`src/rtl/boid_pkg.sv`:
```
// boid_pkg: shared types and default geometry for the boid sprite writer.
//   DEF_* constants : default screen/sprite/framebuffer geometry
//   fix16_t         : signed 16.16 fixed-point coordinate
//   pix_t           : signed integer pixel coordinate
//   writer_state_t  : sprite writer FSM states
//   fix_to_pix      : integer part of a 16.16 value (truncation toward -inf)
package boid_pkg;
  localparam int DEF_SCREEN_W = 640;
  localparam int DEF_SCREEN_H = 480;
  localparam int DEF_SPRITE   = 2;
  localparam int DEF_ADDR_W   = 19;
  localparam int DEF_COLOR_W  = 8;
  localparam int DEF_BG_COLOR = 0;

  typedef logic signed [31:0] fix16_t;
  typedef logic signed [15:0] pix_t;

  typedef enum logic [1:0] {
    IDLE  = 2'd0,
    ERASE = 2'd1,
    DRAW  = 2'd2,
    DONE  = 2'd3
  } writer_state_t;

  // Arithmetic shift keeps the sign, so negative values floor rather than
  // round toward zero.
  function automatic pix_t fix_to_pix(input fix16_t v);
    return pix_t'(v >>> 16);
  endfunction
endpackage

```
`src/rtl/boid_sprite_writer_pixel_addr_calc.sv`:
```
// pixel_addr_calc: combinational framebuffer address for one pixel.
//   i_col, i_row  : signed pixel coordinate
//   o_addr        : row*SCREEN_W + col (zero when out of bounds)
//   o_in_bounds   : pixel lies inside the visible screen
module pixel_addr_calc
  import boid_pkg::*;
#(
  parameter int SCREEN_W = DEF_SCREEN_W,
  parameter int SCREEN_H = DEF_SCREEN_H,
  parameter int ADDR_W   = DEF_ADDR_W
) (
  input  pix_t              i_col,
  input  pix_t              i_row,
  output logic [ADDR_W-1:0] o_addr,
  output logic              o_in_bounds
);
  localparam pix_t COL_LIM = pix_t'(SCREEN_W);
  localparam pix_t ROW_LIM = pix_t'(SCREEN_H);

  logic [ADDR_W-1:0] w_col_a;
  logic [ADDR_W-1:0] w_row_a;
  logic [ADDR_W-1:0] w_row_off;

  assign w_col_a = ADDR_W'($unsigned(i_col));
  assign w_row_a = ADDR_W'($unsigned(i_row));

  // 640 = 512 + 128, so the row offset is two shifts and an add.
  generate
    if (SCREEN_W == 640) begin : g_shift_mul
      assign w_row_off = (w_row_a << 4'd9) + (w_row_a << 4'd7);
    end else begin : g_gen_mul
      assign w_row_off = w_row_a * ADDR_W'(SCREEN_W);
    end
  endgenerate

  // Bounds test and address select; clipped pixels never produce an address.
  always_comb begin
    o_in_bounds = (i_col >= 16'sd0) && (i_col < COL_LIM) &&
                  (i_row >= 16'sd0) && (i_row < ROW_LIM);
    if (o_in_bounds) begin
      o_addr = w_row_off + w_col_a;
    end else begin
      o_addr = '0;
    end
  end
endmodule

```
`src/rtl/boid_sprite_writer.sv`:
```
// boid_sprite_writer: erases a boid's old sprite and draws the new one in the
// framebuffer through a granted write port.
//   i_clk, i_reset        : clock, synchronous active-high reset
//   i_start               : 1-cycle request, coordinates sampled this cycle
//   i_x, i_y, i_px, i_py  : new / previous position, signed 16.16
//   i_color               : draw color
//   i_mem_grant           : framebuffer port available this cycle
//   o_mem_we/addr/data    : framebuffer write request (registered)
//   o_busy                : sequence in progress
//   o_done                : 1-cycle pulse at sequence end
module boid_sprite_writer
  import boid_pkg::*;
#(
  parameter int SCREEN_W = DEF_SCREEN_W,
  parameter int SCREEN_H = DEF_SCREEN_H,
  parameter int SPRITE   = DEF_SPRITE,
  parameter int ADDR_W   = DEF_ADDR_W,
  parameter int COLOR_W  = DEF_COLOR_W,
  parameter int BG_COLOR = DEF_BG_COLOR
) (
  input  logic               i_clk,
  input  logic               i_reset,
  input  logic               i_start,
  input  logic signed [31:0] i_x,
  input  logic signed [31:0] i_y,
  input  logic signed [31:0] i_px,
  input  logic signed [31:0] i_py,
  input  logic [COLOR_W-1:0] i_color,
  input  logic               i_mem_grant,
  output logic               o_mem_we,
  output logic [ADDR_W-1:0]  o_mem_addr,
  output logic [COLOR_W-1:0] o_mem_data,
  output logic               o_busy,
  output logic               o_done
);
  localparam int CNT_W = (SPRITE > 1) ? $clog2(SPRITE) : 1;
  localparam logic [CNT_W-1:0] LAST = CNT_W'(SPRITE - 1);

  writer_state_t      r_state, w_state_nxt;
  logic [CNT_W-1:0]   r_i, r_j, w_i_nxt, w_j_nxt;
  pix_t               r_x, r_y, r_px, r_py;
  pix_t               w_x_nxt, w_y_nxt, w_px_nxt, w_py_nxt;
  logic [COLOR_W-1:0] r_color, w_color_nxt, w_data_nxt;
  logic               r_mem_we, r_busy, r_done;
  logic [ADDR_W-1:0]  r_mem_addr;
  logic [COLOR_W-1:0] r_mem_data;
  logic               w_adv, w_we_nxt, w_in_bounds;
  pix_t               w_col, w_row;
  logic [ADDR_W-1:0]  w_addr;

  // Outputs are registered and always describe the pixel the FSM will be on
  // next cycle, so the address calc looks at next-state coordinates.
  pixel_addr_calc #(
    .SCREEN_W (SCREEN_W),
    .SCREEN_H (SCREEN_H),
    .ADDR_W   (ADDR_W)
  ) u_addr (
    .i_col       (w_col),
    .i_row       (w_row),
    .o_addr      (w_addr),
    .o_in_bounds (w_in_bounds)
  );

  // Next-state, counter and latch logic plus next-pixel selection.
  always_comb begin
    w_state_nxt = r_state;
    w_i_nxt     = r_i;
    w_j_nxt     = r_j;
    w_x_nxt     = r_x;
    w_y_nxt     = r_y;
    w_px_nxt    = r_px;
    w_py_nxt    = r_py;
    w_color_nxt = r_color;
    w_adv       = 1'b0;
    case (r_state)
      IDLE: begin
        if (i_start) begin
          w_x_nxt     = fix_to_pix(i_x);
          w_y_nxt     = fix_to_pix(i_y);
          w_px_nxt    = fix_to_pix(i_px);
          w_py_nxt    = fix_to_pix(i_py);
          w_color_nxt = i_color;
          w_i_nxt     = '0;
          w_j_nxt     = '0;
          if ((w_px_nxt == w_x_nxt) && (w_py_nxt == w_y_nxt)) begin
            w_state_nxt = DRAW;
          end else begin
            w_state_nxt = ERASE;
          end
        end else begin
          w_state_nxt = IDLE;
        end
      end
      ERASE, DRAW: begin
        // A clipped pixel has mem_we low and steps without waiting for grant.
        w_adv = r_mem_we ? i_mem_grant : 1'b1;
        if (w_adv) begin
          if (r_i == LAST) begin
            w_i_nxt = '0;
            if (r_j == LAST) begin
              w_j_nxt     = '0;
              w_state_nxt = (r_state == ERASE) ? DRAW : DONE;
            end else begin
              w_j_nxt = r_j + 1'b1;
            end
          end else begin
            w_i_nxt = r_i + 1'b1;
          end
        end else begin
          w_state_nxt = r_state;
        end
      end
      DONE: begin
        w_state_nxt = IDLE;
      end
      default: begin
        w_state_nxt = IDLE;
      end
    endcase

    if (w_state_nxt == ERASE) begin
      w_col      = w_px_nxt + pix_t'(w_i_nxt);
      w_row      = w_py_nxt + pix_t'(w_j_nxt);
      w_data_nxt = COLOR_W'(BG_COLOR);
    end else begin
      w_col      = w_x_nxt + pix_t'(w_i_nxt);
      w_row      = w_y_nxt + pix_t'(w_j_nxt);
      w_data_nxt = w_color_nxt;
    end
    w_we_nxt = ((w_state_nxt == ERASE) || (w_state_nxt == DRAW)) && w_in_bounds;
  end

  // State, latches, counters and registered write port / status outputs.
  always_ff @(posedge i_clk) begin
    if (i_reset) begin
      r_state    <= IDLE;
      r_i        <= '0;
      r_j        <= '0;
      r_x        <= '0;
      r_y        <= '0;
      r_px       <= '0;
      r_py       <= '0;
      r_color    <= '0;
      r_mem_we   <= 1'b0;
      r_mem_addr <= '0;
      r_mem_data <= '0;
      r_busy     <= 1'b0;
      r_done     <= 1'b0;
    end else begin
      r_state  <= w_state_nxt;
      r_i      <= w_i_nxt;
      r_j      <= w_j_nxt;
      r_x      <= w_x_nxt;
      r_y      <= w_y_nxt;
      r_px     <= w_px_nxt;
      r_py     <= w_py_nxt;
      r_color  <= w_color_nxt;
      r_mem_we <= w_we_nxt;
      if (w_we_nxt) begin
        r_mem_addr <= w_addr;
        r_mem_data <= w_data_nxt;
      end
      r_busy <= (w_state_nxt != IDLE);
      r_done <= (w_state_nxt == DONE);
    end
  end

  assign o_mem_we   = r_mem_we;
  assign o_mem_addr = r_mem_addr;
  assign o_mem_data = r_mem_data;
  assign o_busy     = r_busy;
  assign o_done     = r_done;
endmodule
```
`config.mk`:
```
export PLATFORM = sky130hd
export DESIGN_NAME = boid_sprite_writer
export DESIGN_NICKNAME = d
export VERILOG_FILES = /design/src/rtl/boid_pkg.sv /design/src/rtl/boid_sprite_writer_pixel_addr_calc.sv /design/src/rtl/boid_sprite_writer.sv
export SDC_FILE = /design/constraint.sdc
export NUM_CORES = 1
export LEC_CHECK = 0
export CAP_MARGIN = 20
export CORE_ASPECT_RATIO = 0.5
export CORE_MARGIN = 5
export CORE_UTILIZATION = 30
export DETAILED_ROUTE_END_ITERATION = 6
export GPL_ROUTABILITY_DRIVEN = 0
export PLACE_DENSITY_LB_ADDON = 0.2
export SLEW_MARGIN = 25
export SYNTH_ARGS = -nofsm -noshare
export SYNTH_HDL_FRONTEND = slang
export SYNTH_SLANG_ARGS = --single-unit
```
`constraint.sdc`:
```
create_clock -name i_clk -period 11.5 [get_ports i_clk]
set_input_delay 1.725 -clock i_clk [delete_from_list [all_inputs] [get_ports i_clk]]
set_output_delay 1.725 -clock i_clk [all_outputs]
set_load 0.1 [all_outputs]
```
==> metrics.yaml, run 1 <==
sta:
  fmax_mhz: 120
  setup_viol: 0
  rsz0062_at_grt: "no"
  tns_ns: 0
  hold_violations: 0
  fin_skew_ns: 0.0123
  slew_viol_final: 0
  finalCriticalPeriod_ns: 8.36
  worst_pin_slew_ns: 0.999
  slew-limit-headroom_pct: 33.2
  finalCritPeriodShare_pct: 72.7
yosys:
  ys_ff_latch: 106
  async_reset_ff_share_pct: 0
  netlist.area_leader.share_pct: 30.5
  synth_top_area_cell: "dfxtp_1"
  syn_area_um2: 6960
  synth-warning-count: 0
  synth_flop_cell: "dfxtp_1"
  ys_seq_area_share_pct: 30.5
  avgSynthCellArea_um2: 8.75
  synth_cells: 795
  syn-num-nets: 967
  netlist_top_cells_area: "dfxtp_1 31%, mux2i_1 7.6%, xnor2_1 7.2%"
  synth_cell_types: 68
  synth_edf_count: 0
grt:
  grt_pass1_vias: 5985
  grtUsageTotal_pct: 16.4
  grt_start_max_net_pins: 80
  grt_pass1_wl_mm: 34.6
  grt_antenna_before_repair: 0
  overflow: 0
clock_network:
  clk_latency_ns: 0.37
  cts_made_buffers: 9
  cts.path.max_buffers: 2
  postCtsHoldBufs: 0
  cts_setup_buffers: 0
  cts_resized: 0
  cts_root_buf: "clkbuf_16"
  clk_pin_slew_ns: 0.07
  cts_tree: "built"
  h-tree-depth: 3
  cts.sinks: 106
die:
  dieArea_um2: 26500
  start_util_pct: 30.5
  rows: 39
  chipWidth_um: 225
  io_pins: 170
  die_h_um: 118
  core_area_um2: 22800
setup_path:
  max_stage_delay_ns: 0.88
  crit_buf_inv: 4
  critPathLaunchType: "input port"
  cp_slowest_cell: "clkdlybuf4s50_1"
  crit_path_max_fanout: 65
  required_ns: 11.70
  worst-setup-path-type: "input port to flop"
  worstPathArrival_ns: 8.56
  crit_chain: "clkdlybuf4s50_1 > and2_4 > a21oi_1 > inv_1 > ha_2 > buf_4 > mux2_2 > o2bb2ai_2 > nor4b_1 > a41oi_1 > xor2_1 > fa_1 > inv_1 > ha_1 > nor2b_1 > o21ai_0 > a21boi_0 > o21ai_0 > a21oi_1 > a31oi_1 > xnor2_1 > a211oi_1"
  critical-path-top-delay-family: "compound AO/OA/AOI/OAI gates"
  crit_path_end_kind: "flop"
  rrSetupSlack_ns: 4.44
route:
  wl_per_cell_um: 18.2
  drt_iter0_drc: 357
  routed_wirelength_mm: 21.5
  drcViolationCount: 0
  first_pass_iters: 4
  drtAntennaViolNets: 0
  vias_per_cell: 5.14
  via_count: 6080
place:
  io_buffers: 105
  dp_hpwl_mm: 16.2
hold_path:
  min_path_type: "flop to flop"
outcome:
  status: "complete, no violations"
power_and_ir_drop:
  powerDensity_nw_per_um2: 121
  leakage_uw: 0.00322
  peakVddDrop_uv: 73.3
final_layout:
  final_util_pct: 37.3
  num-fill-cells: 2308
  fin_nets: 1042
  area_growth_pct: 22.4
  layout-drive-gt1-share_pct: 6.97
job:
  maxCapViolCount: 0
-- per-stage QoR --
stage / area [µm²] / cells / hold WS (ns) / setup WS [ns] / total power [µW]
4_1_cts: 8510 / 1182 / 0.457 / 3.16 / 1040
6_report: 8510 / 1183 / 0.455 / 3.14 / 1030
2_1_floorplan: 6960 / 795 / 0.433 / 2.44 / 611
3_5_place_dp: 8210 / 1166 / 0.447 / 2.79 / 709
3_3_place_gp: 8210 / 1166 / 0.439 / 2.79 / 707
5_1_grt: 8510 / 1182 / 0.478 / 2.51 / 1090
-- sequential cells by signal, indices dropped and copies added (netlist names) --
name	count
r_x	16
r_j	1
r_i	1
r_px	16
r_y	16
o_mem_addr	19
o_done	1
o_mem_data	8
o_mem_we	1
r_color	8
o_busy	1
r_py	16
r_state	2
-- path summary, 6_finish.rpt --
check             startpoint        endpoint  cells past startpoint
setup / recovery     i_start  o_mem_addr[18]                     22
hold / removal       r_y[15]         r_y[15]                      2
setup reg to reg  r_state[1]  o_mem_addr[18]                     23
hold reg to reg      r_y[15]         r_y[15]                      2
-- cells in the mapped netlist, types with 13 or more instances --
cell and instances:
nand4_1 28, nor2_1 53, inv_1 21, mux2i_1 53
nand2_1 118, ha_1 29, xor2_1 13, a21oi_1 60
nor3_1 16, nor2b_1 17, xnor2_1 57, mux4_2 20
dfxtp_1 106, a31oi_1 17, clkbuf_1 26
-- kinds of logic (layout without fill, tap and decap cells) --
| group | count (synthesis) | in the layout | share of synthesized area, % |
|---|---|---|---|
| xor+xnor | 70 | 70 | 8.81 |
| fa+ha+maj | 32 | 32 | 6.08 |
| other cells | 0 | 1 | 0 |
| simple gates | 288 | 288 | 20.3 |
| flops | 106 | 106 | 30.5 |
| buf+inv | 67 | 147 | 4.28 |
| mux | 86 | 86 | 16.3 |
| compound gates | 146 | 146 | 13.8 |
-- area by class of cell --
class / count / area, µm² / share of cell area, %
Clock inverter: 7 / 76.3 / 0.896
Sequential cell: 106 / 2120 / 24.9
Antenna cell: 1 / 2.50 / 0.0294
Inverter: 21 / 78.8 / 0.926
Tap cell: 307 / 384 / 4.51
Multi-Input combinational cell: 622 / 4540 / 53.3
Clock buffer: 9 / 225 / 2.65
Timing Repair Buffer: 110 / 1090 / 12.8
-- report_power, final --
group | internal, µW | total [µW] | leakage (µW) | switching (µW)
Sequential | 383 | 393 | 0.000867 | 9.14
Combinational | 130 | 310 | 0.00221 | 180
Clock | 171 | 324 | 0.000148 | 153
Total | 685 | 1030 | 0.00322 | 342
-- layer usage --
metal,vias up,GRT usage [%],wire length (µm)
met1,2936,23.7,10700
met2,117,25.0,9570
met3,19,3.26,820
li1,3008,-,-
met4,0,4.00,343
met5,-,0,0
-- worst min-delay path, cell delays in order (launching register included) --
cell and delay [ns]:
dfxtp_1 0.31, nand2_1 0.05, a21oi_1 0.05
-- placed cells by master, fill, tap and decap left out, drive strengths merged, types with 11 or more instances in the layout --
| master | Yosys | routed |
|---|---|---|
| nor2b | 17 | 17 |
| and3 | 11 | 11 |
| a21oi | 60 | 60 |
| mux2 | 13 | 13 |
| mux4 | 20 | 20 |
| nor3 | 17 | 17 |
| nand3 | 11 | 11 |
| nand4 | 28 | 28 |
| xor2 | 13 | 13 |
| o21ai | 11 | 11 |
| nor2 | 53 | 53 |
| clkdlybuf4s50 | 0 | 104 |
| ha | 29 | 29 |
| inv | 21 | 24 |
| nand2 | 119 | 119 |
| xnor2 | 57 | 57 |
| dfxtp | 106 | 106 |
| mux2i | 53 | 53 |
| a31oi | 17 | 17 |
No activity file was read; power rests on OpenSTA's default activity.
==> run 2: changes to the inputs <==
clock period = 7.7 ns   (was 11.5 ns; I/O delays follow)
==> run 2 against run 1 <==
Against the previous run:
- first-iteration DRC count decreased by 6.4%
- clock power increased by 35%
- global-route usage hardly changed
- sequential share of layout area is 0.30 points lower
- worst hold slack gained 0.00095 ns
- clock-buffer cell count grew 3
- critical path type unchanged
- largest cell class unchanged
- highest routed layer unchanged
==> metrics.yaml, run 2 (synthesis gave the netlist of run 1 again) <==
setup_path:
  max_stage_delay_ns: 0.50  # -0.38 ns
  reg2reg_depth: 25  # +8.7%
  critPathLaunchType: "input port"
  cp_common_cell: "ha_1"
  crit_path_max_fanout: 9  # -86%
  crit_path_end_kind: "flop"
  r2r_start: "r_state[0]"
  setup.worst_path.start: "i_x[21]"
  regToRegEndpoint: "o_mem_addr[18]"
  rrSetupSlack_ns: 1.81  # -2.63 ns
  required_ns: 7.89  # -3.81 ns
  cp_slowest_cell: "clkdlybuf4s50_1"
  worst-setup-path-type: "input port to flop"
  worstPathArrival_ns: 7.37  # -1.19 ns
final_layout:
  layout_common_cells: "118 x nand2_1, 106 x dfxtp_1, 104 x clkdlybuf4s50_1"
  final_cells: 1196  # +1.1%
  regArea_um2: 2120  # unchanged
  layout-drive-gt1-share_pct: 8.21  # +1.2 points
  largest_reg_flops: 19  # unchanged
  final_util_pct: 37.7  # +0.45 points
  area_growth_pct: 23.9
  antennaDiodeCount: 0  # -1
  multiInputGateArea_um2: 4540  # unchanged
  final_common_cell: "nand2_1"
  num-fill-cells: 2321  # +0.56%
  fin_nets: 1058  # +1.5%
hold_path:
  hold_depth: 2  # unchanged
  min_path_type: "flop to flop"
  hold_start: "r_py[13]"
  hold_end: "r_py[13]"
route:
  vias_per_cell: 5.06  # -1.5%
  drcViolationCount: 0  # unchanged
  via_count: 6053  # -0.44%
  wl_per_cell_um: 18.2  # +0.18%
  drt_iter0_drc: 334  # -6.4%
  first_pass_iters: 5  # +1
  routed_wirelength_mm: 21.8  # +1.3%
  drtAntennaViolNets: 0  # unchanged
sta:
  worst_hold_slack_ns: 0.456  # +0.000954 ns
  finalWorstSetupSlack_ns: 0.528  # -2.61 ns
  slew_viol_final: 0  # unchanged
  fin_skew_ns: 0.0118  # -0.000471 ns
  finalCriticalPeriod_ns: 7.17
  hold_violations: 0  # unchanged
  fmax_mhz: 139
  slew-limit-headroom_pct: 30.8  # -2.4 points
  rsz0062_at_grt: "no"
  worst_pin_slew_ns: 1.03  # +0.0360 ns
  tns_ns: 0  # unchanged
  finalCritPeriodShare_pct: 93.1
  setup_viol: 0  # unchanged
die:
  die_h_um: 118  # unchanged
  chipWidth_um: 225  # unchanged
  io_pins: 170  # unchanged
  start_util_pct: 30.5  # unchanged
  dieArea_um2: 26500  # unchanged
  rows: 39  # unchanged
  core_area_um2: 22800  # unchanged
clock_network:
  h-tree-depth: 3  # unchanged
  clk_latency_ns: 0.36  # about the same
  cts_tree: "built"
  cts_made_buffers: 9  # unchanged
  cts.sinks: 106  # unchanged
  cts.path.max_buffers: 2  # unchanged
  postCtsHoldBufs: 0  # unchanged
  clk_pin_slew_ns: 0.07  # about the same
  cts_setup_buffers: 0  # unchanged
  cts_root_buf: "clkbuf_16"
  cts_resized: 0  # unchanged
power_and_ir_drop:
  p_sw_share_pct: 33.3  # about the same
  peakVddDrop_uv: 93.6  # +28%
  power.share.clock_pct: 29.1  # -2.5 points
  combPwrFrac_pct: 32.0  # +1.8 points
  p_seq_share_pct: 39.0  # +0.8 points
  powerDensity_nw_per_um2: 174  # +45%
  leakage_uw: 0.00328  # +1.9%
  p_switching_uw: 501  # +46%
  intPower_uw: 1000  # +46%
grt:
  grt_start_max_net_pins: 89  # +11%
  grt_antenna_before_repair: 0  # unchanged
  use_met2_pct: 23.4  # -1.6 points
  overflow: 0  # unchanged
  grt_pass1_vias: 5966  # -0.32%
  grtUsageTotal_pct: 16.4  # -0.027 points
  grt.busiest_layer: "met1"
  grt_pass1_wl_mm: 34.6  # -0.22%
  grtUsageMet3_pct: 3.69  # +0.42 points
  use_met1_pct: 24.9  # +1.1 points
place:
  place_ws_ns: 0.231  # -2.56 ns
  dp_hpwl_mm: 16.9  # +4.0%
  io_buffers: 105  # unchanged
  placed_cells: 1182  # +1.4%
outcome:
  status: "complete, no violations"
job:
  maxCapViolCount: 0  # unchanged
## run 2: cell types whose count changed in the layout (fill, tap and decap cells not counted), moves of 2 or more
cell and delta:
buf_4 +14, clkinv_2 -2, clkbuf_1 +2, inv_6 -2, buf_12 +2
## run 2: power by group through the flow
stage	combinational (µW)	clock, µW	sequential, µW
after floorplan	310	0	605
after global placement	473	0	598
after detailed placement	475	0	599
after CTS	479	449	586
after global routing	527	473	589
final	480	437	586
## run 2: stage by stage
stage          total power [µW]  instance area (µm²)
2_1_floorplan               915                 6980
3_3_place_gp               1070                 8360
3_5_place_dp               1070                 8360
4_1_cts                    1510                 8620
5_1_grt                    1590                 8620
6_report                   1500                 8620
## run 2: worst max-delay path by stage
| stage | endpoint | cells past startpoint | slack [ns] |
|---|---|---|---|
| 2_1_floorplan | o_mem_addr[18] | 35 | 0.01 |
| 3_3_place_gp | o_mem_addr[18] | 28 | 0.35 |
| 3_5_place_dp | o_mem_addr[18] | 28 | 0.23 |
| 4_1_cts | o_mem_addr[18] | 28 | 0.57 |
| 5_1_grt | o_mem_addr[18] | 28 | 0.05 |
| 6_report | o_mem_addr[18] | 28 | 0.53 |
## run 2: critical path: cells and delay by family
| kind | cells | cell delay [ns] |
|---|---|---|
| multiplexers | 1 | 0.20 |
| AO/OA/AOI/OAI | 10 | 1.82 |
| buffers and inverters | 5 | 0.99 |
| AND/OR/NAND/NOR | 4 | 0.77 |
| XOR/XNOR | 3 | 0.92 |
| adder cells (fa/ha/maj) | 5 | 1.51 |
## run 2: area by class of cell
| cell class | count | share of cell area, % |
|---|---|---|
| inverter | 21 | 0.915 |
| sequential | 106 | 24.6 |
| clock inverter | 2 | 0.174 |
| tap | 307 | 4.46 |
| timing repair buffer | 126 | 14.3 |
| clock buffer | 12 | 2.86 |
| multi-input combinational | 622 | 52.7 |
## run 2: metal layers
metal	routed length, µm	share of wire (%)	vias to the layer above
li1	-	-	3041
met4	344	1.6	0
met1	11500	53	2852
met3	1120	5.2	18
met2	8810	41	142
met5	0	0	-
==> RTL edit 1: new RTL, settings of run 1 <==
Set the package constant `DEF_COLOR_W` to 12 (it was 8).
--- a/src/rtl/boid_pkg.sv
+++ b/src/rtl/boid_pkg.sv
@@ -9,7 +9,7 @@
   localparam int DEF_SCREEN_H = 480;
   localparam int DEF_SPRITE   = 2;
   localparam int DEF_ADDR_W   = 19;
-  localparam int DEF_COLOR_W  = 8;
+  localparam int DEF_COLOR_W  = 12;
   localparam int DEF_BG_COLOR = 0;
 
   typedef logic signed [31:0] fix16_t;
Interface: changed (resized i_color and o_mem_data); port bits go from 170 to 178. No check against the original RTL was run, so the function may have changed too.
==> RTL edit 1 against run 1 <==
Routed wire length increased by 7.0%; die area grew 2.2%; setup slack better by 440 ps; sequential cell count grew 8; via count grew 5.2%; largest power group is now the clock network; area after synthesis increased by 2.3%; power is 24% higher; design area increased by 6.3%.
==> RTL edit 1: results (changes against run 1) <==
* Status: finished, final reports clean
* Top cells by count, synth: dfxtp_1 (114), nand2_1 (109), a21oi_1 (64), mux2i_1 (64), nor2_1 (60)
* Final wirelength at 22990 um (+7.0%)
* Hold_ws at 456.5 ps (+1.536 ps)
* Filler instances at 2334 (+1.1%)
* Power per standard cell area at 140.2 nW/um^2 (+16%)
* Antenna diodes at 0 (-1)
* Clkbuf count at 20 (+11)
* Slowest cell delay on critical path at 460 ps (-420 ps)
* Met3 routed WL at 1315 um (+60%)
* First-pass GRT wire length at 36290 um (+4.8%)
* Mux cell area share after synthesis at 15.49% (-0.77 points)
* Hold endpoint: r_px[13]$_SDFF_PP0_
* M1 WL at 11560 um (+7.6%)
* Inverters at 23 (+9.5%)
* Crit path DAT at 8240 ps (-320 ps)
* Metal2 WL at 9715 um (+1.5%)
* Crit Path Max Fanout at 24 (-63%)
* Synth cell types at 66 (-2.9%)
* Main area contributors after synthesis: dfxtp_1 (32%), mux2i_1 (9.0%), xnor2_1 (6.5%)
* Multi-Input Combinational at 631 (+1.4%)
* Initial DRC Count at 429 (+20%)
* Count of plain and timing-repair buffers at 121 (+10%)
* H-Tree Depth at 4 (+1)
* WL/cell at 18.74 um (+3.2%)
* Net Count, Synth at 994 (+2.8%)
* Port bufs at 113 (+7.6%)
* Synth Area in Compound Gates at 13.50% (-0.29 points)
* Final HPWL DP at 17040 um (+4.9%)
* Placed cell count at 1196 (+2.6%)
## RTL edit 1: cell types whose count changed after synthesis, moves of 7 or more
cell / run 1 / this run
dfxtp_1: 106 / 114
o31ai_1: 10 / 0
nand3_1: 10 / 21
nand2_1: 118 / 109
o21ai_0: 11 / 32
nor3_1: 16 / 9
mux2i_1: 53 / 64
nor2b_1: 17 / 3
nand4b_1: 1 / 8
nor2_1: 53 / 60
nand4_1: 28 / 18
a31oi_1: 17 / 8
## RTL edit 1: logic make-up (layout without fill, tap and decap cells)
| logic type | count (synthesis) | in the layout |
|---|---|---|
| flops | 114 | 114 |
| xor+xnor | 72 | 72 |
| compound gates | 156 | 156 |
| simple gates | 284 | 284 |
| mux | 87 | 87 |
| fa+ha+maj | 32 | 32 |
| buf+inv | 73 | 175 |
## RTL edit 1: power breakdown
group,switching (W),internal [W]
combinational,0.000179,0.000133
clock,0.000193,0.000342
sequential,0.00000911,0.000413
==> RTL edit 2: new RTL, config.mk and constraints of run 1 <==
Without the edit above. The 4 states of `writer_state_t` get a Gray code encoding in 2 bits.
--- a/src/rtl/boid_pkg.sv
+++ b/src/rtl/boid_pkg.sv
@@ -16,10 +16,10 @@
   typedef logic signed [15:0] pix_t;
 
   typedef enum logic [1:0] {
-    IDLE  = 2'd0,
-    ERASE = 2'd1,
-    DRAW  = 2'd2,
-    DONE  = 2'd3
+    IDLE  = 2'b00,
+    ERASE = 2'b01,
+    DRAW  = 2'b11,
+    DONE  = 2'b10
   } writer_state_t;
 
   // Arithmetic shift keeps the sign, so negative values floor rather than
Function: no difference found for any inputs over 4 cycles, from zero or initial values and one cycle with i_reset high; so few cycles prove little.
==> RTL edit 2 against run 1 <==
The run now ends with DRC left; sequential cell count is the same; power is 3.0% higher; combinational power grew 2%; routed wire length is 27% higher; critical path depth rose by 8; area after synthesis rose by 5.2%; setup slack lost 730 ps; non-clock buffer count grew 6; utilization fell by 0.065 points; maximum frequency is 8.0% lower; register-to-register slack worse by 200 ps; design area up 5.0%; critical path type unchanged.
==> RTL edit 2: results (changes against run 1) <==
* GR Util met2 at 27.65% (+2.7 points)
* Final wirelength at 27220 um (+27%)
* Filler instances at 2570 (+11%)
* Vias in the first global route at 7139 (+19%)
* Syn Std Cell Area at 7317 sq um (+5.2%)
* Cell Area, Placed at 8607 sq um (+4.8%)
* Worst path slowest cell: nor3_1
* Failing checks: DRC
* Worst Max-Slew Pin Slew at 1071 ps (+71.94 ps)
* Met3 GRT Util at 5.960% (+2.7 points)
* Sequential share of the synthesized area at 29.00% (-1.5 points)
* Static Leakage at 3.277 nW (+1.7%)
* Mean post-synth cell area at 7.252 sq um (-17%)
* R2R depth at 29 (+26%)
* Synth Area in Adders at 4.754% (-1.3 points)
* Main area contributors after synthesis: dfxtp_1 (29%), nand2_1 (10%), a21oi_1 (7.7%)
* Synth Area in Compound Gates at 21.02% (+7.2 points)
* M1 WL at 13070 um (+22%)
* Reg-to-Reg Start: r_state[0]$_SDFF_PP0_
* DRC viols at 1 (+1)
* Hold_ws at 454.4 ps (-0.4950 ps)
* Placed cell count at 1380 (+18%)
* Post-Route Skew at 13.55 ps (+1.230 ps)
* Synth cell types at 64 (-5.9%)
* DRT Pass-1 Iters at 7 (+3)
* Crit path DAT at 9380 ps (+820 ps)
* Setup WS pre-CTS at 2175 ps (-610.7 ps)
* Top cells by count, synth: nand2_1 (195), a21oi_1 (112), dfxtp_1 (106)
* Slowest cell delay on critical path at 660 ps (-220 ps)
* Post-Synth XOR/XNOR Area at 8.738% (-0.075 points)
* Tot GR Track Use at 19.47% (+3.1 points)
* Status: finished with violations
* VDD IR max at 70.42 uV (-3.9%)
* Antenna diodes at 0 (-1)
* Vias/cell at 5.403 (+5.1%)
* Final HPWL DP at 20240 um (+25%)
==> RTL edit 2: changes by cell type in the layout (fill, tap and decap cells not counted), moves of 14 or more <==
cell,delta
mux4_2,-20
o21ai_0,+23
o21ai_1,+20
a21oi_1,+52
nand3_1,+51
mux2i_1,-24
nand2_1,+76
nor2_1,+14
==> RTL edit 2: kinds of logic after synthesis <==
kind of cell    after synthesis
simple gates                429
compound gates              254
flops                       106
buf+inv                      88
xor+xnor                     73
mux                          33
fa+ha+maj                    26
==> RTL edit 2: area by class of cell <==
type	count	share of cell area (%)
sequential	106	23.73
multi-input combinational	815	54.37
inverter	28	1.175
timing repair buffer	116	12.65
clock inverter	6	0.9936
clock buffer	10	2.673
tap	315	4.408
==> RTL edit 2: report_power, final <==
group	leakage [nW]	internal [W]	switching (W)	total (W)
clock network	0.155	0.000197	0.000150	0.000348
logic	2.26	0.000124	0.000191	0.000315
registers	0.865	0.000383	0.0000130	0.000396
total	3.28	0.000704	0.000354	0.00106
